==> src/rtl/cnn_pkg.sv <==
// Shared types and elaboration-time helpers for the CNN datapath blocks.
package cnn_pkg;

    typedef enum logic [2:0] {
        IDLE,
        LOADF,
        LOADA,
        CONV,
        EMIT,
        DONE
    } state_t;

    function automatic int clog2(input int value);
        int result;
        result = 0;
        while ((1 << result) < value) result++;
        return result;
    endfunction

    // Index width for a storage array of the given depth; never zero.
    function automatic int idx_width(input int depth);
        return (depth <= 1) ? 1 : clog2(depth);
    endfunction

    function automatic int out_size(input int a_size, input int f_size,
                                    input int pad, input int stride);
        return (a_size + 2 * pad - f_size) / stride + 1;
    endfunction

    function automatic bit ow_ok(input int ow, input int dw, input int fw, input int f_size);
        return ow >= dw + fw + clog2(f_size * f_size);
    endfunction

endpackage

==> src/rtl/conv_mac.sv <==
// Signed multiply-accumulate: one DW x FW product per enabled cycle,
// sign-extended into an OW-bit accumulator with synchronous clear.
module conv_mac #(
    parameter int DW = 8,
    parameter int FW = 8,
    parameter int OW = 20
) (
    input  logic                 clk,
    input  logic                 reset,
    input  logic                 clear,
    input  logic                 en,
    input  logic signed [DW-1:0] pixel,
    input  logic signed [FW-1:0] coef,
    output logic signed [OW-1:0] acc
);

    logic signed [DW+FW-1:0] prod;
    logic signed [OW-1:0]    prod_ext;

    assign prod     = pixel * coef;
    assign prod_ext = OW'(prod);

    always_ff @(posedge clk) begin
        if (reset) begin
            acc <= '0;
        end else if (clear) begin
            acc <= '0;
        end else if (en) begin
            acc <= acc + prod_ext;
        end
    end

endmodule

==> src/rtl/conv2d_engine.sv <==
// Serial-load 2-D convolution engine: captures a filter and an activation map,
// then streams the output feature map one result per out_valid/out_ready handshake.
//
// state | meaning
// IDLE  | waiting for go
// LOADF | capturing F_SIZE^2 filter coefficients
// LOADA | capturing A_SIZE^2 activation pixels
// CONV  | one multiply-accumulate tap per cycle
// EMIT  | result presented, waiting for out_ready
// DONE  | one-cycle completion pulse
module conv2d_engine
    import cnn_pkg::*;
#(
    parameter int DW     = 8,
    parameter int FW     = 8,
    parameter int A_SIZE = 6,
    parameter int F_SIZE = 3,
    parameter int STRIDE = 1,
    parameter int PAD    = 0,
    parameter int RELU   = 0,
    parameter int OW     = 20
) (
    input  logic          clk,
    input  logic          reset,
    input  logic          go,
    input  logic [FW-1:0] f_in,
    input  logic          f_valid,
    input  logic [DW-1:0] a_in,
    input  logic          a_valid,
    output logic [OW-1:0] out,
    output logic          out_valid,
    input  logic          out_ready,
    output logic          busy,
    output logic          done
);

    localparam int O   = out_size(A_SIZE, F_SIZE, PAD, STRIDE);
    localparam int FN  = F_SIZE * F_SIZE;
    localparam int AN  = A_SIZE * A_SIZE;
    localparam int LW  = clog2(((AN > FN) ? AN : FN) + 1);
    localparam int FIW = clog2(F_SIZE + 1);
    localparam int OIW = clog2(O + 1);
    localparam int CW  = clog2(A_SIZE + 2 * PAD + 1) + 1;
    localparam int FAW = idx_width(FN);
    localparam int AAW = idx_width(AN);

    generate
        if (!ow_ok(OW, DW, FW, F_SIZE)) begin : g_ow_check
            $error("conv2d_engine: OW is narrower than DW+FW+clog2(F_SIZE^2)");
        end
    endgenerate

    state_t               state, nstate;
    logic [LW-1:0]        ld_cnt;
    logic [FIW-1:0]       tap_i, tap_j;
    logic [OIW-1:0]       out_r, out_c;
    logic [FW-1:0]        fmem [FN];
    logic [DW-1:0]        amem [AN];
    logic signed [CW-1:0] prow, pcol;
    logic                 in_map;
    logic [DW-1:0]        pix_sel;
    logic [FW-1:0]        coef_sel;
    logic                 last_tap, last_out;
    logic                 mac_clr, mac_en;
    logic signed [OW-1:0] acc;

    assign last_tap = (tap_i == FIW'(F_SIZE - 1)) && (tap_j == FIW'(F_SIZE - 1));
    assign last_out = (out_r == OIW'(O - 1)) && (out_c == OIW'(O - 1));

    // Padding taps land on negative or past-the-edge coordinates and read as zero.
    assign prow = CW'(out_r) * CW'(STRIDE) + CW'(tap_i) - CW'(PAD);
    assign pcol = CW'(out_c) * CW'(STRIDE) + CW'(tap_j) - CW'(PAD);

    assign in_map = !prow[CW-1] && !pcol[CW-1]
                 && (prow[CW-2:0] < (CW-1)'(A_SIZE))
                 && (pcol[CW-2:0] < (CW-1)'(A_SIZE));

    assign pix_sel  = in_map ? amem[AAW'(prow[CW-2:0]) * AAW'(A_SIZE) + AAW'(pcol[CW-2:0])]
                             : '0;
    assign coef_sel = fmem[FAW'(tap_i) * FAW'(F_SIZE) + FAW'(tap_j)];

    always_comb begin
        nstate  = state;
        mac_clr = 1'b0;
        mac_en  = 1'b0;
        case (state)
            IDLE: begin
                if (go) nstate = LOADF;
            end
            LOADF: begin
                if (f_valid && (ld_cnt == LW'(FN - 1))) nstate = LOADA;
            end
            LOADA: begin
                if (a_valid && (ld_cnt == LW'(AN - 1))) begin
                    nstate  = CONV;
                    mac_clr = 1'b1;
                end
            end
            CONV: begin
                mac_en = 1'b1;
                if (last_tap) nstate = EMIT;
            end
            EMIT: begin
                if (out_ready) begin
                    if (last_out) begin
                        nstate = DONE;
                    end else begin
                        nstate  = CONV;
                        mac_clr = 1'b1;
                    end
                end
            end
            DONE: nstate = IDLE;
            default: nstate = IDLE;
        endcase
    end

    always_ff @(posedge clk) begin
        if (reset) begin
            state  <= IDLE;
            ld_cnt <= '0;
            tap_i  <= '0;
            tap_j  <= '0;
            out_r  <= '0;
            out_c  <= '0;
        end else begin
            state <= nstate;
            case (state)
                IDLE: begin
                    ld_cnt <= '0;
                    tap_i  <= '0;
                    tap_j  <= '0;
                    out_r  <= '0;
                    out_c  <= '0;
                end
                LOADF: begin
                    if (f_valid) ld_cnt <= (ld_cnt == LW'(FN - 1)) ? '0 : ld_cnt + LW'(1);
                end
                LOADA: begin
                    if (a_valid) ld_cnt <= ld_cnt + LW'(1);
                end
                CONV: begin
                    if (tap_j == FIW'(F_SIZE - 1)) begin
                        tap_j <= '0;
                        tap_i <= (tap_i == FIW'(F_SIZE - 1)) ? '0 : tap_i + FIW'(1);
                    end else begin
                        tap_j <= tap_j + FIW'(1);
                    end
                end
                EMIT: begin
                    if (out_ready) begin
                        if (out_c == OIW'(O - 1)) begin
                            out_c <= '0;
                            out_r <= out_r + OIW'(1);
                        end else begin
                            out_c <= out_c + OIW'(1);
                        end
                    end
                end
                default: ;
            endcase
        end
    end

    always_ff @(posedge clk) begin
        if (!reset && (state == LOADF) && f_valid) fmem[FAW'(ld_cnt)] <= f_in;
        if (!reset && (state == LOADA) && a_valid) amem[AAW'(ld_cnt)] <= a_in;
    end

    conv_mac #(
        .DW (DW),
        .FW (FW),
        .OW (OW)
    ) u_mac (
        .clk   (clk),
        .reset (reset),
        .clear (mac_clr),
        .en    (mac_en),
        .pixel ($signed(pix_sel)),
        .coef  ($signed(coef_sel)),
        .acc   (acc)
    );

    assign out       = ((RELU != 0) && acc[OW-1]) ? '0 : acc;
    assign out_valid = (state == EMIT);
    assign busy      = (state != IDLE);
    assign done      = (state == DONE);

endmodule
==> config.mk <==
export PLATFORM = sky130hd
export DESIGN_NAME = conv2d_engine
export DESIGN_NICKNAME = d
export VERILOG_FILES = /design/src/rtl/cnn_pkg.sv /design/src/rtl/conv_mac.sv /design/src/rtl/conv2d_engine.sv
export SDC_FILE = /design/constraint.sdc
export NUM_CORES = 1
export LEC_CHECK = 0
export BUFFER_PORTS_ARGS = -buffer_cell sky130_fd_sc_hd__buf_2
export CORE_MARGIN = 5
export CORE_UTILIZATION = 30
export DETAILED_ROUTE_END_ITERATION = 10
export GPL_ROUTABILITY_DRIVEN = 0
export PLACE_DENSITY = 0.43
export SLEW_MARGIN = 5
export SYNTH_ARGS = -nofsm -noshare
export SYNTH_HDL_FRONTEND = slang
export SYNTH_SLANG_ARGS = --single-unit
==> constraint.sdc <==
create_clock -name clk -period 7.7 [get_ports clk]
set_input_delay 0.385 -clock clk [delete_from_list [all_inputs] [get_ports clk]]
set_output_delay 0.385 -clock clk [all_outputs]
set_load 0.01 [all_outputs]
==> results by group <==
Die
  – Die X: 269 µm
  – Die Ht: 269 µm
  – Std cell rows: between 90 and 100
  – Initial core utilization: a little under a third
  – I/O pin count: 45
  – Die area: just over 0.07 mm²
  – Total core area: approximately 0.067 mm²

Detailed routing
  – Vias/cell: 4.71
  – Via count: approximately 12000
  – Top routing layer in use: met4
  – Metal2 WL: between 20000 and 25000 µm
  – DRC errors left: 0
  – WL met3: around 1700 µm
  – Total Routed Length: between 50000 and 60000 µm
  – Antenna-violating nets left: 0
  – M1 WL: roughly 24000 µm
  – DR WL/cell: approximately 20 µm
  – DR pass1 iterations: 5
  – DR iter-0 viols: between 600 and 700

Min path
  – Hold path depth: 1
  – Hold WC Path Type: primary input to flip-flop
  – Hold Path End: fmem[6][0]
  – Hold Path Origin: f_in[0]

STA
  – RSZ-0062 raised after global routing: yes
  – Hold_ws: around 88 ps
  – Max transition margin: 29.4%
  – Setup Viol. Count Final: 9
  – Share of the clock period used by the worst path: 104%
  – Slew Limit Fails: 0
  – Worst slew pin tran: 1050 ps
  – Clk_skew: between 20 and 25 ps
  – Final Critical Period: roughly 8000 ps
  – Setup Total Neg Slack: -1100 ps
  – Hold Fails Final Rpt: 0
  – Fin worst setup slack: -319 ps
  – FMAX: 0.125 GHz

Run status
  – Failing checks: negative setup slack
  – Status: complete, but fails checks

Finish
  – Fillers: 6328
  – Core Util, Final: between 30% and 40%
  – Area Overhead vs Synth: 24.2%
  – Final #Nets: between 1500 and 2000
  – Most frequent cells in the layout: 360 x edfxtp_1, 151 x buf_4, 101 x inv_1, 98 x nor2_1, 87 x fa_1
  – Finished Layout Cells: 2447
  – Most common cell after layout, fill and taps aside: edfxtp_1
  – Final Instance Area: 0.0251 mm²
  – Layout cells sized above 1: roughly a third

Synthesis
  – Yosys reg bits: about 400
  – Number of distinct library cells after synthesis: 64
  – Async set-reset flop share out of synthesis: 0%
  – Avg Cell Area, Syn: 15.3 µm²
  – Main combinational cell family by area after synthesis: adder cells
  – Synth Area in Adders: ~14%
  – Mux cell area share after synthesis: around 13%
  – Synthesized Nets: roughly 1500
  – Synthesized area: 0.0202 mm²
  – Top_reg_cell synth: edfxtp_1
  – Syn Inst Count: about 1300
  – Post-synthesis compound-gate area fraction: about 4.4%
  – Yosys synthesis warning count: 0
  – Synth Area in Simple Gates: 6.83%
  – Xor and xnor area share after synthesis: around 1.2%
  – Number of synthesized flops with an enable pin: 360
  – Post-synthesis sequential area ratio: 57.4%

Critical path
  – CP endpoint kind: flip-flop
  – R2R Path End: u_mac.acc[18]
  – Buffer and inverter count on the worst path: 10
  – Slowest cell delay on critical path: between 900 and 1000 ps
  – WP data arrival: around 8500 ps
  – R2r worst-path depth: 32
  – CP delay by family, top: adder cells
  – Crit path max fanout: 7
  – Slowest CP cell: fa_4
  – Worst EP required: between 8000 and 9000 ps
  – CP startpoint kind: flip-flop
  – R2r startpoint: tap_j[0]
  – Crit path kind: flip-flop to flip-flop
  – R2R Setup Slk: -320 ps
  – CP most frequent cell: inv_2

Place
  – IO Port Bufs: 44
  – Placed cell count: 2329
  – Setup WS pre-CTS: -795 ps
  – Placed Area: about 0.022 mm²
  – Post-DP HPWL: between 30000 and 40000 µm

Clock tree
  – Skew-Pair Late Insertion Delay: between 500 and 600 ps
  – Max Buffers Root-to-Sink: 3
  – CTS tree: yes
  – Inserted Clock Buffers: 47
  – Clk sinks: around 400
  – CTS root buf: clkbuf_16
  – CTS Hold Buffers Added: 0
  – CTS clock-pin slew for the worst setup and hold paths: 60 ps
  – CTS H-Tree Depth: 2

Pwr
  – Total power: 7.58 mW
  – VDD IR max: approximately 0.21 mV
  – Power per cell area: ~300 mW/mm²
  – P_leak: ~9.0 nW

GRT
  – Initial antenna violation count: 1
  – First-pass GRT wire length: 77700 µm
  – Pin count of the biggest net entering global routing: 39
  – Vias in the first global route: between 10000 and 15000
  – Grt ovf: 0
  – Gr usage total: 13.9%

Flow run
  – Count of max-cap constraint violations: 0
[cells in the mapped netlist, types with 3 or more instances]
master,count,area (µm²)
nor2_1,102,383
mux2i_1,49,490
nand2b_1,6,37.5
nor3b_1,3,22.5
and3_1,12,75.1
nor3_1,10,50.1
and2_1,13,81.3
a31oi_1,4,25.0
a22oi_1,4,30.0
buf_2,13,65.1
or3_1,6,37.5
o21ai_0,15,75.1
buf_4,6,45.0
nand4b_1,4,35.0
nand4_1,5,31.3
edfxtp_1,360,10800
buf_6,7,78.8
ha_1,66,826
a21o_1,6,45.0
o21a_1,3,22.5
mux4_2,70,1580
xnor2_1,15,131
dfxtp_1,39,781
o211ai_1,5,37.5
a211oi_1,11,82.6
clkbuf_1,19,71.3
nand2_1,81,304
inv_1,115,432
xor2_1,6,52.6
mux4_1,18,473
mux2_2,7,78.8
nor2b_1,18,113
a21oi_2,6,52.6
nor4_1,6,37.5
nand3_1,24,120
a21oi_1,48,240
a211o_1,3,26.3
fa_1,95,1900
[metal layers]
layer | up-vias | track usage [%]
met1 | 5960 | 19.3
met5 | - | 0
met2 | 166 | 22.7
li1 | 5331 | -
met3 | 57 | 2.50
met4 | 0 | 3.31
[flip-flops by register name, indices dropped and copies added, names as in the netlist]
register and cells:
amem 288, fmem 72, u_mac.acc 20, ld_cnt 6, out_c 3, out_r 3, state 3, tap_i 2
tap_j 2
[layout make-up]
type                            instances  area [µm²]  share of cell area [%]
Sequential cell                       399       11600                    46.3
Multi-Input combinational cell        754        8740                    34.9
Timing Repair Buffer                  221        1750                    6.96
Clock buffer                           55        1250                    4.98
Tap cell                              873        1090                    4.36
Inverter                              115         432                    1.72
Clock inverter                         29         203                   0.809
Antenna cell                            1        2.50                 0.00999
[worst reg2reg max path: cells and delay by family, from the launching register on]
kind                       cells  cell delay (ps)
AOI/OAI and AO/OA              5              780
adders and majority gates      9             3980
muxes                          4             1050
DFF                            1              350
buffers and inverters         10             1000
xor gates and xnor gates       1              140
and+or+nand+nor                3              630
[cell families (layout without fill, tap and decap cells)]
group | after synthesis | count (layout)
adders and majority gates | 161 | 161
and+or+nand+nor | 296 | 296
xor gates and xnor gates | 24 | 24
muxes | 144 | 144
AOI/OAI and AO/OA | 129 | 129
buffers and inverters | 165 | 420
other | 0 | 1
DFF | 399 | 399
[what timing repair did]
item | 4_1_cts | 5_1_grt
cloned | 1 | 0
gates resized for setup | 92 | 99
setup buffers | 23 | 14
endpoints found under the setup margin | 13 | 13
pin swaps | 48 | 43
[report_power, final]
part | internal, mW | switching (mW)
clock network | 1.22 | 0.899
registers | 2.38 | 0.0275
logic | 1.56 | 1.50
[worst max path at each step]
stage,end,cells past startpoint,from
after global routing,u_mac.acc[18],34,tap_j[0]
after floorplan,u_mac.acc[18],28,tap_i[0]
after detailed placement,u_mac.acc[18],31,tap_j[0]
final,u_mac.acc[18],32,tap_j[0]
after CTS,u_mac.acc[18],28,tap_i[0]
after global placement,u_mac.acc[18],31,tap_j[0]
No activity file was read; power rests on OpenSTA's default activity.
